## src/rtl/cpu_fetch.sv

```systemverilog
// ============================================================================
//  Module   : cpu_fetch
//  Purpose  : RV32 multi-cycle instruction fetch stage; holds the PC, reads one
//             word per instruction and hands it to decode with a 1-cycle strobe.
//  Options  : CPU_FETCH_TIMEOUT_EN adds a bus-wait timeout with sticky fault.
//  Revision : 1.0 - initial release
// ============================================================================
`timescale 1ns/1ps
`default_nettype none

module cpu_fetch #(
   parameter logic [31:0] RESET_PC       = 32'h0000_0000,
   parameter logic [7:0]  TIMEOUT_CYCLES = 8'd255
) (
   input  logic        i_clock,
   input  logic        i_reset,
   output logic        o_bus_request,
   output logic [31:0] o_bus_address,
   input  logic        i_bus_ready,
   input  logic [31:0] i_bus_rdata,
   output logic [31:0] o_instruction,
   output logic [31:0] o_pc,
   output logic        o_fetched,
   input  logic        i_next,
   input  logic        i_branch,
   input  logic [31:0] i_branch_pc,
   output logic        o_fault
);

   typedef enum logic [2:0] {
      S_IDLE      = 3'd0,
      S_REQ       = 3'd1,
      S_ISSUE     = 3'd2,
      S_WAIT_NEXT = 3'd3
`ifdef CPU_FETCH_TIMEOUT_EN
      ,S_FAULT    = 3'd4
`endif
   } state_t;

   state_t      r_state,       w_state_nxt;
   logic [31:0] r_pc,          w_pc_nxt;
   logic        r_bus_request, w_bus_request_nxt;
   logic [31:0] r_instruction, w_instruction_nxt;
   logic [31:0] r_out_pc,      w_out_pc_nxt;
   logic        r_fetched,     w_fetched_nxt;
   logic        r_fault,       w_fault_nxt;
`ifdef CPU_FETCH_TIMEOUT_EN
   logic [7:0]  r_wait_cnt,    w_wait_cnt_nxt;
`endif

   // Branch targets are forced word-aligned; the low bits are intentionally dropped.
   logic [31:0] w_branch_target;
   logic        w_unused;
   assign w_branch_target = {i_branch_pc[31:2], 2'b00};
   assign w_unused        = &{1'b0, i_branch_pc[1:0], TIMEOUT_CYCLES[0]};

   always_ff @(posedge i_clock or negedge i_reset) begin
      if (!i_reset) begin
         r_state       <= S_IDLE;
         r_pc          <= RESET_PC;
         r_bus_request <= 1'b0;
         r_instruction <= 32'h0000_0000;
         r_out_pc      <= 32'h0000_0000;
         r_fetched     <= 1'b0;
         r_fault       <= 1'b0;
`ifdef CPU_FETCH_TIMEOUT_EN
         r_wait_cnt    <= 8'd0;
`endif
      end else begin
         r_state       <= w_state_nxt;
         r_pc          <= w_pc_nxt;
         r_bus_request <= w_bus_request_nxt;
         r_instruction <= w_instruction_nxt;
         r_out_pc      <= w_out_pc_nxt;
         r_fetched     <= w_fetched_nxt;
         r_fault       <= w_fault_nxt;
`ifdef CPU_FETCH_TIMEOUT_EN
         r_wait_cnt    <= w_wait_cnt_nxt;
`endif
      end
   end

   always_comb begin
      w_state_nxt       = r_state;
      w_pc_nxt          = r_pc;
      w_bus_request_nxt = r_bus_request;
      w_instruction_nxt = r_instruction;
      w_out_pc_nxt      = r_out_pc;
      w_fetched_nxt     = r_fetched;
      w_fault_nxt       = r_fault;
`ifdef CPU_FETCH_TIMEOUT_EN
      w_wait_cnt_nxt    = r_wait_cnt;
`endif

      case (r_state)
         S_IDLE: begin
            w_state_nxt       = S_REQ;
            w_bus_request_nxt = 1'b1;
`ifdef CPU_FETCH_TIMEOUT_EN
            w_wait_cnt_nxt    = 8'd0;
`endif
         end

         S_REQ: begin
            // A response in the same cycle the timeout is reached still wins.
            if (i_bus_ready) begin
               w_instruction_nxt = i_bus_rdata;
               w_out_pc_nxt      = r_pc;
               w_bus_request_nxt = 1'b0;
               w_fetched_nxt     = 1'b1;
               w_state_nxt       = S_ISSUE;
            end
`ifdef CPU_FETCH_TIMEOUT_EN
            else if (r_wait_cnt == TIMEOUT_CYCLES) begin
               w_bus_request_nxt = 1'b0;
               w_fault_nxt       = 1'b1;
               w_state_nxt       = S_FAULT;
            end else begin
               w_wait_cnt_nxt    = r_wait_cnt + 8'd1;
            end
`endif
         end

         S_ISSUE: begin
            w_fetched_nxt = 1'b0;
            w_state_nxt   = S_WAIT_NEXT;
         end

         S_WAIT_NEXT: begin
            if (i_next) begin
               w_pc_nxt          = i_branch ? w_branch_target : r_pc + 32'd4;
               w_bus_request_nxt = 1'b1;
               w_state_nxt       = S_REQ;
`ifdef CPU_FETCH_TIMEOUT_EN
               w_wait_cnt_nxt    = 8'd0;
`endif
            end
         end

`ifdef CPU_FETCH_TIMEOUT_EN
         S_FAULT: begin
            w_state_nxt = S_FAULT;
         end
`endif

         default: begin
            w_state_nxt = S_IDLE;
         end
      endcase
   end

   assign o_bus_address = r_pc;
   assign o_bus_request = r_bus_request;
   assign o_instruction = r_instruction;
   assign o_pc          = r_out_pc;
   assign o_fetched     = r_fetched;
   assign o_fault       = r_fault;

endmodule

`default_nettype wire

```

## config.mk

```make
export PLATFORM = sky130hd
export DESIGN_NAME = cpu_fetch
export DESIGN_NICKNAME = d
export VERILOG_FILES = /design/src/rtl/cpu_fetch.sv
export SDC_FILE = /design/constraint.sdc
export NUM_CORES = 1
export LEC_CHECK = 0
export BUFFER_PORTS_ARGS = -buffer_cell sky130_fd_sc_hd__buf_2
export CAP_MARGIN = 20
export CORE_MARGIN = 2
export CORE_UTILIZATION = 45
export DETAILED_ROUTE_END_ITERATION = 6
export PLACE_DENSITY = 0.81
export SLEW_MARGIN = 10
export SYNTH_ARGS = -nofsm -noshare
export SYNTH_HDL_FRONTEND = slang
export SYNTH_SLANG_ARGS = --single-unit
```

## constraint.sdc

```tcl
create_clock -name i_clock -period 1.85 [get_ports i_clock]
set_clock_uncertainty 0.1 [all_clocks]
set_input_delay 0.185 -clock i_clock [delete_from_list [all_inputs] [get_ports i_clock]]
set_output_delay 0.185 -clock i_clock [all_outputs]
set_load 0.005 [all_outputs]
```

== Word-level counts from Yosys, hierarchy flattened ==
Index checks and enable logic that the tools add are counted.

* Bits in registers: 101
* Output and inout port bits: 99
* Word-level logic and storage cells: 29

* $add $sub $neg: 1
* Equality and inequality tests: 5
* Muxes and demuxes: 9
* Reduce and logical (&&, ||, !) cells: 8

{| class="wikitable"
|+ Operators with widths
! operator !! count
|-
| $add 32x3->32 const B || 1
|-
| $mux 32 || 1
|-
| $pmux 3 s4 || 1
|-
| $reduce_and 2->1 || 4
|-
| $eq 3x2->1 const B || 2
|-
| $mux 3 || 2
|-
| $ne 2x2->1 const B || 2
|-
| $eq 3x1->1 const B || 1
|-
| $logic_not 3->1 || 1
|-
| $mux 1 || 3
|-
| $pmux 1 s3 || 1
|-
| $reduce_and 3->1 || 1
|-
| $reduce_bool 3->1 || 1
|-
| $pmux 1 s2 || 1
|-
| $reduce_bool 2->1 || 1
|}

== Logic depth before layout (Yosys ltp) ==
Gate-level depths: netlist (run 1).

* Word-level depth: 3
* Mapped depth: 7
* Gate-level depth less buffers: 6

== Least setup slack after synthesis (run 1) ==
OpenSTA, ideal clock, no wires.

* Path type: reg2reg
* Start point: register r_state[0]
* End point: register r_instruction[0], in the netlist o_instruction[0]
* Arrival time: 1.656 ns
* Slack: -0.031 ns
* Stages on the path, launching flop included: 6
* Buffers on the path: 2
* Path through: dfrtp_1 ha_1 nand2_1 clkbuf_1 clkbuf_1 mux2_2

* Cells in the longest elaborated chain, start to end: 2

{| class="wikitable"
|+ RTL lines
! item !! line !! source
|-
| start, declared || 40 || <nowiki>state_t r_state, w_state_nxt;</nowiki>
|-
| start signal, assigned || 70 || <nowiki>r_state <= w_state_nxt;</nowiki>
|-
| $eq 3x1->1 || 95 || <nowiki>case (r_state)</nowiki>
|-
| $reduce_and 2->1 (no source line) || -- ||
|-
| end signal, assigned || 73 || <nowiki>r_instruction <= w_instruction_nxt;</nowiki>
|-
| end, declared || 43 || <nowiki>logic [31:0] r_instruction, w_instruction_nxt;</nowiki>
|}

No other way between the ends.
A chain may end at the register's enable or synchronous reset.

== Worst setup path after layout (run 1) ==
* Start point: register r_pc[2], in the netlist o_bus_address[2]
* End point: register r_pc[26], in the netlist o_bus_address[26]

* Cells in the longest elaborated chain, start to end: 2

{| class="wikitable"
|+ RTL lines
! item !! line !! source
|-
| start, declared || 41 || <nowiki>logic [31:0] r_pc, w_pc_nxt;</nowiki>
|-
| start signal, assigned || 71 || <nowiki>r_pc <= w_pc_nxt;</nowiki>
|-
| $add 32x3->32 || 131 || <nowiki>w_pc_nxt = i_branch ? w_branch_target : r_pc + 32'd4;</nowiki>
|-
| $mux 32 || 131 ||
|}

No other way between the ends.

==> results.md, run 1 <==
* Fin. Hold Viols at 0
* Initial core utilization at approximately 46%
* Avg Inst Size Synth at 11.1 sq um
* Switch share at a little over a third
* Number of global-route vias before repair at approximately 4.2k
* Mapped Area at 4510 sq um
* Antenna-violating nets left at 0
* GRT met2 Usage at 41.3%
* Internal power contribution at approximately 0.0061 W
* XOR/XNOR Fraction of Synth Area at 0%
* Simple-Gate Fraction of Synth Area at about 15%
* Combinational share of power at 43.3%
* Met3 Usage GRT at under 10%
* Initial antenna violation count at 1
* Max Transition Viols Final at 0
* Kind of critical path: flop to flop
* TritonCTS clock tree: done
* Fmax at roughly 0.54 GHz
* Hold Path Class: primary input to flop
* DR DRC count at 0
* EDFF count, synth at 0
* Sw power at about 0.0034 W
* Final-report setup violation count at 0
* CTS Sinks at between 90 and 100
* Grt ovf at 0
* Pwr dens at approximately 1500 nW/um^2
* Post-Syn Instances at between 400 and 500
* Wire per inst at 16.5 microns
* Worst EP required at just over 2000 ps
* H-tree depth at 3
* Row count at 36
* Detail Placement HPWL at between 8 and 9 mm
* Fin crit share at between 90% and 100%
* Final Core Density at 65.4%
* Worst-path clk slew at approximately 100 ps
* GP Congestion at a little over 0.8
* Synth cell types at 50
* Full die area at ~11000 sq um
* Global-route met1 utilization at between 20% and 30%
* IO buf count at 160
* Leading register cell type out of synthesis: dfrtp_1
* Post-synth ARST share at 100%
* All-Layer GR Usage at a little under a quarter
* Number of DRC markers in iteration 0 at 200
* #FFs+latches synth at 96
* Max VDD drop at between 0.7 and 0.8 mV
* Design area at 6370 sq um
* CTS buffer count at 9
* Root Driver: clkbuf_8
* Nets at between 700 and 800
* Leakage at about 3.0 nW
* Maxcap violations at 0
* Ports at about 170
* Sequential Power Share at around two fifths
* DIE HEIGHT at approximately 100 microns
* CORE AREA at about 10000 sq um
* Worst setup SP type: flop
* Largest net degree at the start of global routing at 45
* Placed Area at around 5700 sq um
* DR vias/cell at between 5 and 6
* Worst-skew pair later-pin latency at around 370 ps
* RSZ-0062 raised after global routing: true
* Final Critical Period at about 1800 ps
* CP endpoint kind: flop
* Sequential area share after synthesis at 53.3%
* Commonest non-fill, non-tap cell in the layout: buf_2
* Mux contribution to synthesized area at 16.3%
* Crit Path Max Fanout at 6
* Max Buffers Root-to-Sink at 2
* Clock share of power at 15.9%
* First drt pass iteration count at 4
* Chip width at 104 microns
* Post-Synth Adder-Cell Area at approximately 1.1%
* Share of layout cells above drive strength 1 at 46.1%
* Ys Warns at 0
* Commonest cells after routing, fill and taps aside: buf_2 (160), dfrtp_1 (95), mux2_2 (60)
* Critical Path AT at roughly 2000 ps
* Gr busiest metal: met2
* Vias at 4155
* Area grow syn2layout at 41.1%
* First-pass GRT wire length at 20.5 mm
* Drt total wl at 12.6 mm
* Complex-gate fraction of the synthesized area at 10.7%
* Status: completed
* Largest family of logic cells by synthesized area: multiplexers
## metal layers
| metal | vias to the layer above | wire, microns |
|---|---|---|
| met5 | - | 0 |
| met4 | 0 | 332 |
| met3 | 30 | 687 |
| met2 | 161 | 6510 |
| met1 | 2056 | 5100 |
| li1 | 1908 | - |
## critical path: stages, from the launching register on
cell      delay (ps)
dfrtp_1          390
ha_2             210
nand4_1          140
nor4_2           230
buf_4            220
nand3_2           90
o21a_1           200
a311oi_2         190
## flip-flops by register name (all words and copies together), names as in the netlist
signal and cells:
o_bus_address 30, o_bus_request 1, o_fetched 1, o_instruction 32, o_pc 30, r_state 2
## what timing repair did
item | CTS | global route
setup buffers | 1 | 3
endpoints found under the hold margin | 69 | 0
hold buffers | 39 | 0
endpoints found under the setup margin | 1 | 17
cloned | 1 | 0
pin swaps | 2 | 3
gates resized for setup | 1 | 14
## per-stage QoR
stage	setup WS (ps)	power (W)	TNS, ps	hold slack, ps	std cells
2_1_floorplan	29.8	0.00578	0	-211	412
3_3_place_gp	61.2	0.00756	0	50.7	708
3_5_place_dp	-1.39	0.00781	-1.39	58.0	708
4_1_cts	0.274	0.00937	0	0.995	764
5_1_grt	-94.4	0.0101	-363	34.3	768
6_report	0.181	0.00944	0	9.56	768
## logic make-up after synthesis
| family | count (synthesis) |
|---|---|
| buffers and inverters | 37 |
| flip-flops | 96 |
| AND/OR/NAND/NOR | 126 |
| other | 1 |
| AO/OA/AOI/OAI | 78 |
| adder cells (fa/ha/maj) | 4 |
| multiplexers | 66 |
## synthesized netlist by cell type (2+ instances only)
cell type,count,area [sq um]
a22oi_1,5,37.5
o21ai_0,26,130
nand4_1,11,68.8
a2bb2oi_1,3,26.3
mux2i_1,6,60.1
and2_1,2,12.5
ha_1,4,50.1
mux2_2,60,676
o22ai_1,3,18.8
a211oi_1,4,30.0
and3_1,12,75.1
a31oi_1,3,18.8
nand3_1,19,95.1
buf_4,6,45.0
nor3_1,6,30.0
a31o_2,2,17.5
inv_1,7,26.3
dfrtp_1,96,2400
o31ai_1,2,15.0
or3_1,2,12.5
nor2b_1,4,25.0
nand2b_1,3,18.8
or4_1,2,15.0
a21oi_1,20,100
nor2_1,23,86.3
nand2_1,32,120
nor3b_1,2,15.0
clkbuf_1,17,63.8
buf_2,5,25.0
## layout make-up
type                    count  area [sq um]
fillers                   776          3360
inverters                   8          30.0
repair buffers            236          1550
well taps                 133           166
flip-flops and latches     96          2400
multi-input cells         279          2010
clock buffers              10           128
clock inverters             5          82.6
diodes                      1          2.50
## power by group through the flow
stage | Clock (W) | Combinational (W) | Sequential, W
6_report | 0.00150 | 0.00409 | 0.00385
5_1_grt | 0.00161 | 0.00447 | 0.00398
4_1_cts | 0.00153 | 0.00401 | 0.00383
3_5_place_dp | 0 | 0.00394 | 0.00387
3_3_place_gp | 0 | 0.00378 | 0.00378
2_1_floorplan | 0 | 0.00181 | 0.00397
## worst paths after layout
path | start | depth (start not counted) | slack [ps] | to
max | o_bus_address[2] | 7 | 0.2 | o_bus_address[26]
min | i_branch_pc[2] | 3 | 10 | o_bus_address[2]
max reg2reg | o_bus_address[2] | 7 | 0.2 | o_bus_address[26]
min reg2reg | o_pc[15] | 2 | 390 | o_pc[15]
max in group asynchronous | i_reset | 3 | 820 | o_instruction[16]
min in group asynchronous | i_reset | 2 | 190 | o_pc[27]
No activity file was read; power rests on OpenSTA's default activity.
==> inputs of run 2 (changes only) <==
- CORE_MARGIN: 2 -> unset
==> run 2 against run 1 <==
  * Sequential power hardly changed
  * Fmax up 2.8%
  * Cell count unchanged
  * Global-route usage increased by 0.47 points
  * Routed wire length down 5.7%
  * Setup slack better by 50 ps
  * First-iteration DRC count down 12%
  * Clock power fell by 4%
  * Largest power group unchanged
  * Highest routed layer unchanged
==> results.md, run 2 (synthesized netlist as in run 1, its figures left out) <==
* Number of global-route vias before repair at 4096 (-3.0%)
* Nets at 703 (unchanged)
* TritonCTS clock tree: done
* First drt pass iteration count at 4 (unchanged)
* Kind of critical path: flop to flop
* H-tree depth at 3 (unchanged)
* Vias at 4097 (-1.4%)
* DR vias/cell at 5.33 (-1.4%)
* Fillers at 787 (+1.4%)
* Number of DRC markers in iteration 0 at 177 (-12%)
* Full die area at 10400 sq um (-3.8%)
* Commonest cells after routing, fill and taps aside: buf_2 (160), dfrtp_1 (94), mux2_2 (60)
* DR DRC count at 0 (unchanged)
* Max Transition Viols Final at 0 (unchanged)
* Max reg flops at 32 (unchanged)
* CP endpoint kind: flop
* Area grow syn2layout at 41.2% (about the same)
* Commonest non-fill, non-tap cell in the layout: buf_2
* Root Driver: clkbuf_8
* Wire per inst at 15.5 microns (-5.7%)
* Maxcap violations at 0 (unchanged)
* Critical path launch point: o_bus_address[2]
* Fin crit share at 97.3% (-2.7 points)
* Worst path slowest cell: dfrtp_1
* Leakage at 3.03 nW (+0.14%)
* Final Core Density at 65.5% (about the same)
* Critical Path AT at 1990 ps (-40 ps)
* First-pass GRT wire length at 19.1 mm (-6.7%)
* Worst-path clk slew at 90 ps (about the same)
* Max VDD drop at 0.670 mV (-5.8%)
* Ports at 168 (unchanged)
* Status: completed
* Reg-to-reg startpoint: o_bus_address[2]
* Antenna-violating nets left at 0 (unchanged)
* Grt ovf at 0 (unchanged)
* Detail Placement HPWL at 8.10 mm (-5.2%)
* Hold Path Class: primary input to flop
* Final Critical Period at 1800 ps (-49.5 ps)
* Worst-skew pair later-pin latency at 370 ps (about the same)
* GP Congestion at 0.833 (+1.3%)
* Worst-path cell chain: ha_4, nand4_1, nor4_4, buf_4, nand3_2, o21a_1, a311oi_2
* Chip width at 102 microns (-1.9%)
* Max Buffers Root-to-Sink at 2 (unchanged)
* Initial core utilization at 46.4% (unchanged)
* Worst EP required at 2040 ps (about the same)
* Share of layout cells above drive strength 1 at 45.4% (-0.63 points)
* Pwr dens at 1460 nW/um^2 (-1.3%)
* Fin. Hold Viols at 0 (unchanged)
* Drt total wl at 11.9 mm (-5.7%)
* Worst setup SP type: flop
* CORE AREA at 9730 sq um (unchanged)
* IO buf count at 160 (unchanged)
* RSZ-0062 raised after global routing: true
* CP max stage delay at 420 ps (+30 ps)
* CTS buffer count at 9 (unchanged)
* All-Layer GR Usage at 23.9% (+0.47 points)
* Largest net degree at the start of global routing at 43 (-4.4%)
* CTS Sinks at 96 (unchanged)
* Final-report setup violation count at 0 (unchanged)
* Fmax at 0.555 GHz (+2.8%)
* Initial antenna violation count at 1 (unchanged)
* Hold_sp: i_branch_pc[4]
* CP top delay family: simple AND/OR/NAND/NOR gates
* DIE HEIGHT at 102 microns (-1.9%)
* Crit Path Max Fanout at 6 (unchanged)
* Hold_ws at 28.5 ps (+18.9 ps)
* Buffers & Inverters on Critical Path at 1 (unchanged)
* Row count at 36 (unchanged)
run 2: where the power goes:
part	switching [W]	total [W]	internal [W]	leakage, nW
Combinational	0.00182	0.00403	0.00221	1.81
Clock	0.000712	0.00144	0.000730	0.102
Sequential	0.000731	0.00384	0.00311	1.12
run 2: cell type report:
cell class,count,area (sq um),area share (%)
diodes,1,2.50,0.0393
clock buffers,13,169,2.65
clock inverters,2,37.5,0.589
inverters,8,30.0,0.472
multi-input cells,279,2000,31.4
flip-flops and latches,96,2400,37.8
well taps,133,166,2.61
repair buffers,236,1560,24.5
run 2: worst register-to-register path, delay by kind of cell (launching register included):
kind                     cells  cell delay, ps
AO/OA/AOI/OAI                2             360
adder cells (fa/ha/maj)      1             160
buffers and inverters        1             210
flip-flops                   1             420
AND/OR/NAND/NOR              3             470
run 2: timing repair:
item | in CTS | in global routing
cloned | 1 | 0
pin swaps | 1 | 1
resized for setup | 0 | 12
setup endpoints to repair | 1 | 19
endpoints found under the hold margin | 68 | 0
buffers inserted | 0 | 5
hold buffers | 40 | 0
run 2: final timing paths:
path | to | slack (ps) | cells after the start
setup / recovery | o_bus_address[26] | 50 | 7
hold / removal | o_bus_address[4] | 30 | 3
setup reg to reg | o_bus_address[26] | 50 | 7
hold reg to reg | o_pc[21] | 380 | 2
max in group asynchronous | o_instruction[29] | 910 | 3
min in group asynchronous | o_bus_address[28] | 200 | 2
run 2: routing by layer:
metal  up-vias  wire [microns]  GRT usage [%]
met5         -               0              0
met4         0             377           11.0
met3        31             564           5.27
met2       150            6090           41.8
met1      2005            4880           28.1
li1       1911               -              -
run 2: per-stage QoR:
step	cell area, sq um	total power, W	setup TNS, ps	instances	setup WS (ps)
global route	6370	0.0100	-188	768	-52.0
global placement	5670	0.00754	0	706	69.7
floorplan	4530	0.00578	0	412	29.8
detailed placement	5670	0.00775	0	706	15.8
CTS	6290	0.00927	0	762	9.16
finish	6370	0.00932	0	768	49.7
==> inputs of run 3 (changes only) <==
- CTS_BUF_LIST: unset -> sky130_fd_sc_hd__clkbuf_4 sky130_fd_sc_hd__clkbuf_8 sky130_fd_sc_hd__clkbuf_16
- REMOVE_ABC_BUFFERS: unset -> 1
==> run 3 against run 2 <==
  * The run now ends with hold timing, setup timing left
  * Critical path depth did not move
  * Routed wire length rose by 0.81%
  * Cell count rose by 0.39%
  * Clock-buffer cell count fell by 1
  * Clock power fell by 9%
  * Die area did not move
  * Combinational power rose by 1%
  * Setup slack got worse by 89 ps
==> results.md, run 3 (synthesized netlist as in run 1, its figures left out) <==
* All-Layer GR Usage at 22.7% (-1.2 points)
* Final cell count without fillers at 771 (+0.39%)
* Worst path slowest cell: or4_1
* Row count at 36 (unchanged)
* Worst-skew pair later-pin latency at 360 ps (about the same)
* CP endpoint kind: flop
* Full die area at 10400 sq um (unchanged)
* Final Critical Period at 1890 ps (+89.4 ps)
* Area occupied by multi-input gates at 2070 sq um (+3.6%)
* First drt pass iteration count at 4 (unchanged)
* Drt total wl at 12.0 mm (+0.81%)
* Power after layout at 0.00922 W (-1.1%)
* Setup ws final at -39.6 ps (-89.4 ps)
* Combinational share of power at 44.1% (+0.8 points)
* Kind of critical path: flop to flop
* CTS Sinks at 96 (unchanged)
* Placed Area at 5690 sq um (+0.26%)
* Sw power at 0.00332 W (+1.6%)
* Wire per inst at 15.6 microns (+0.41%)
* Largest net degree at the start of global routing at 39 (-9.3%)
* Pwr dens at 1430 nW/um^2 (-2.3%)
* Internal power contribution at 0.00590 W (-2.5%)
* RSZ-0062 raised after global routing: true
* TritonCTS clock tree: done
* FF+latch area at 2400 sq um (about the same)
* Worst setup SP type: flop
* CTS buffer count at 9 (unchanged)
* Antenna-violating nets left at 0 (unchanged)
* Detail Placement HPWL at 8.18 mm (+0.95%)
* Vias at 4064 (-0.81%)
* Worst-path clk slew at 90 ps (about the same)
* DR DRC count at 0 (unchanged)
* GRT met2 Usage at 38.3% (-3.5 points)
* GP Congestion at 0.831 (-0.20%)
* Failing checks: hold timing, setup timing
* Leakage at 3.06 nW (+0.71%)
* Nets at 706 (+0.43%)
* Switch share at 36.0% (+0.97 points)
* Hold Path Class: primary input to flop
* Critical Path AT at 2090 ps (+100 ps)
* Maxcap violations at 0 (unchanged)
* CP max stage delay at 500 ps (+80 ps)
* First-pass GRT wire length at 18.3 mm (-4.3%)
* Design area at 6450 sq um (+1.2%)
* CP top delay family: simple AND/OR/NAND/NOR gates
* Setup TNS at -66.8 ps (-66.8 ps)
* Final Core Density at 66.3% (+0.80 points)
* Initial antenna violation count at 0 (-1)
* Fillers at 740 (-6.0%)
* Chip width at 102 microns (unchanged)
* Crit Path Max Fanout at 4 (-2)
* Grt ovf at 0 (unchanged)
* CORE AREA at 9730 sq um (unchanged)
* Max VDD drop at 0.834 mV (+25%)
* Worst EP required at 2050 ps (about the same)
* Max Buffers Root-to-Sink at 2 (unchanged)
* Fin crit share at 102% (+4.8 points)
* Buffers & Inverters on Critical Path at 2 (+1)
* Hold_ws at -1.25 ps (-29.7 ps)
* IO buf count at 160 (unchanged)
* Initial core utilization at 46.4% (unchanged)
* Gr busiest metal: met2
* Fmax at 0.529 GHz (-4.7%)
* Share of layout cells above drive strength 1 at 48.0% (+2.5 points)
* Global-route met1 utilization at 27.9% (-0.17 points)
* Commonest non-fill, non-tap cell in the layout: buf_2
* Worst-path cell chain: buf_6, and3_4, nor2b_1, buf_4, nand4_1, or4_1, nand3_1
* Number of DRC markers in iteration 0 at 248 (+40%)
* Sequential Power Share at 41.7% (+0.4 points)
* Max reg flops at 32 (unchanged)
* Ports at 168 (unchanged)
* Final-report setup violation count at 2 (+2)
* Commonest cells after routing, fill and taps aside: buf_2 (159), dfrtp_1 (95), mux2_2 (60)
* DIE HEIGHT at 102 microns (unchanged)
* DP Cell Count at 709 (+0.42%)
* Fin. Hold Viols at 1 (+1)
* Max Transition Viols Final at 0 (unchanged)
* Root Driver: clkbuf_8
* Area grow syn2layout at 42.9%
* Number of global-route vias before repair at 3850 (-6.0%)
* H-tree depth at 3 (unchanged)
* Status: finished with violations
* Clock share of power at 14.2% (-1.3 points)
* Met3 Usage GRT at 4.65% (-0.62 points)
* DR vias/cell at 5.27 (-1.2%)
* ANT cells at 0 (-1)
run 3: changes by cell type in the layout (fill, tap and decap cells not counted), moves of 2 or more:
cell       delta
buf_6         +5
a2bb2oi_1     -2
a2bb2oi_2     +2
nand2_1       -2
nand3_1       -2
nand3_2       +2
o21ai_0       -2
run 3: worst paths after layout:
check                            startpoint                 to  slack [ps]  cells after the start
setup / recovery           o_bus_address[2]  o_bus_address[27]         -40                      7
hold / removal              i_branch_pc[20]  o_bus_address[20]          -1                      3
setup reg to reg           o_bus_address[2]  o_bus_address[27]         -40                      7
hold reg to reg                     o_pc[7]            o_pc[7]         390                      2
max in group asynchronous           i_reset  o_bus_address[12]         840                      3
min in group asynchronous           i_reset   o_instruction[4]         240                      2
run 3: routing by layer:
| layer | wire length (microns) | vias up |
|---|---|---|
| met5 | 0 | - |
| met4 | 214 | 0 |
| met3 | 655 | 14 |
| met2 | 6010 | 142 |
| met1 | 5130 | 1987 |
| li1 | - | 1921 |
run 3: final cells by class:
class                      count  share of cell area, %
multi-input combinational    279                   32.1
sequential                    96                   37.3
clock inverter                 4                  0.446
tap                          133                   2.58
timing repair buffer         239                   24.6
inverter                       8                  0.466
clock buffer                  12                   2.47
run 3: timing repair:
action,CTS,global route
setup endpoints to repair,2,16
hold buffers,39,0
pin swaps,0,13
resized for setup,3,30
hold endpoints to repair,74,0
setup buffers,0,6
cloned,0,1
run 3: power groups by stage:
stage	logic (W)	clock network, W	registers (W)
floorplan	0.00177	0	0.00396
global placement	0.00375	0	0.00377
detailed placement	0.00390	0	0.00386
CTS	0.00398	0.00136	0.00382
global route	0.00451	0.00143	0.00399
finish	0.00407	0.00131	0.00384
run 3: stage by stage:
stage          worst slack [ps]  hold slack, ps
4_1_cts                   0.136           0.247
3_3_place_gp               57.5            84.3
3_5_place_dp              -7.32            85.9
2_1_floorplan              -782            -211
6_report                  -39.6           -1.25
5_1_grt                    -127            22.6
run 3: worst min-delay path: stages:
cell,delay [ps]
buf_2,90
o21ai_2,50
a2bb2oi_2,100
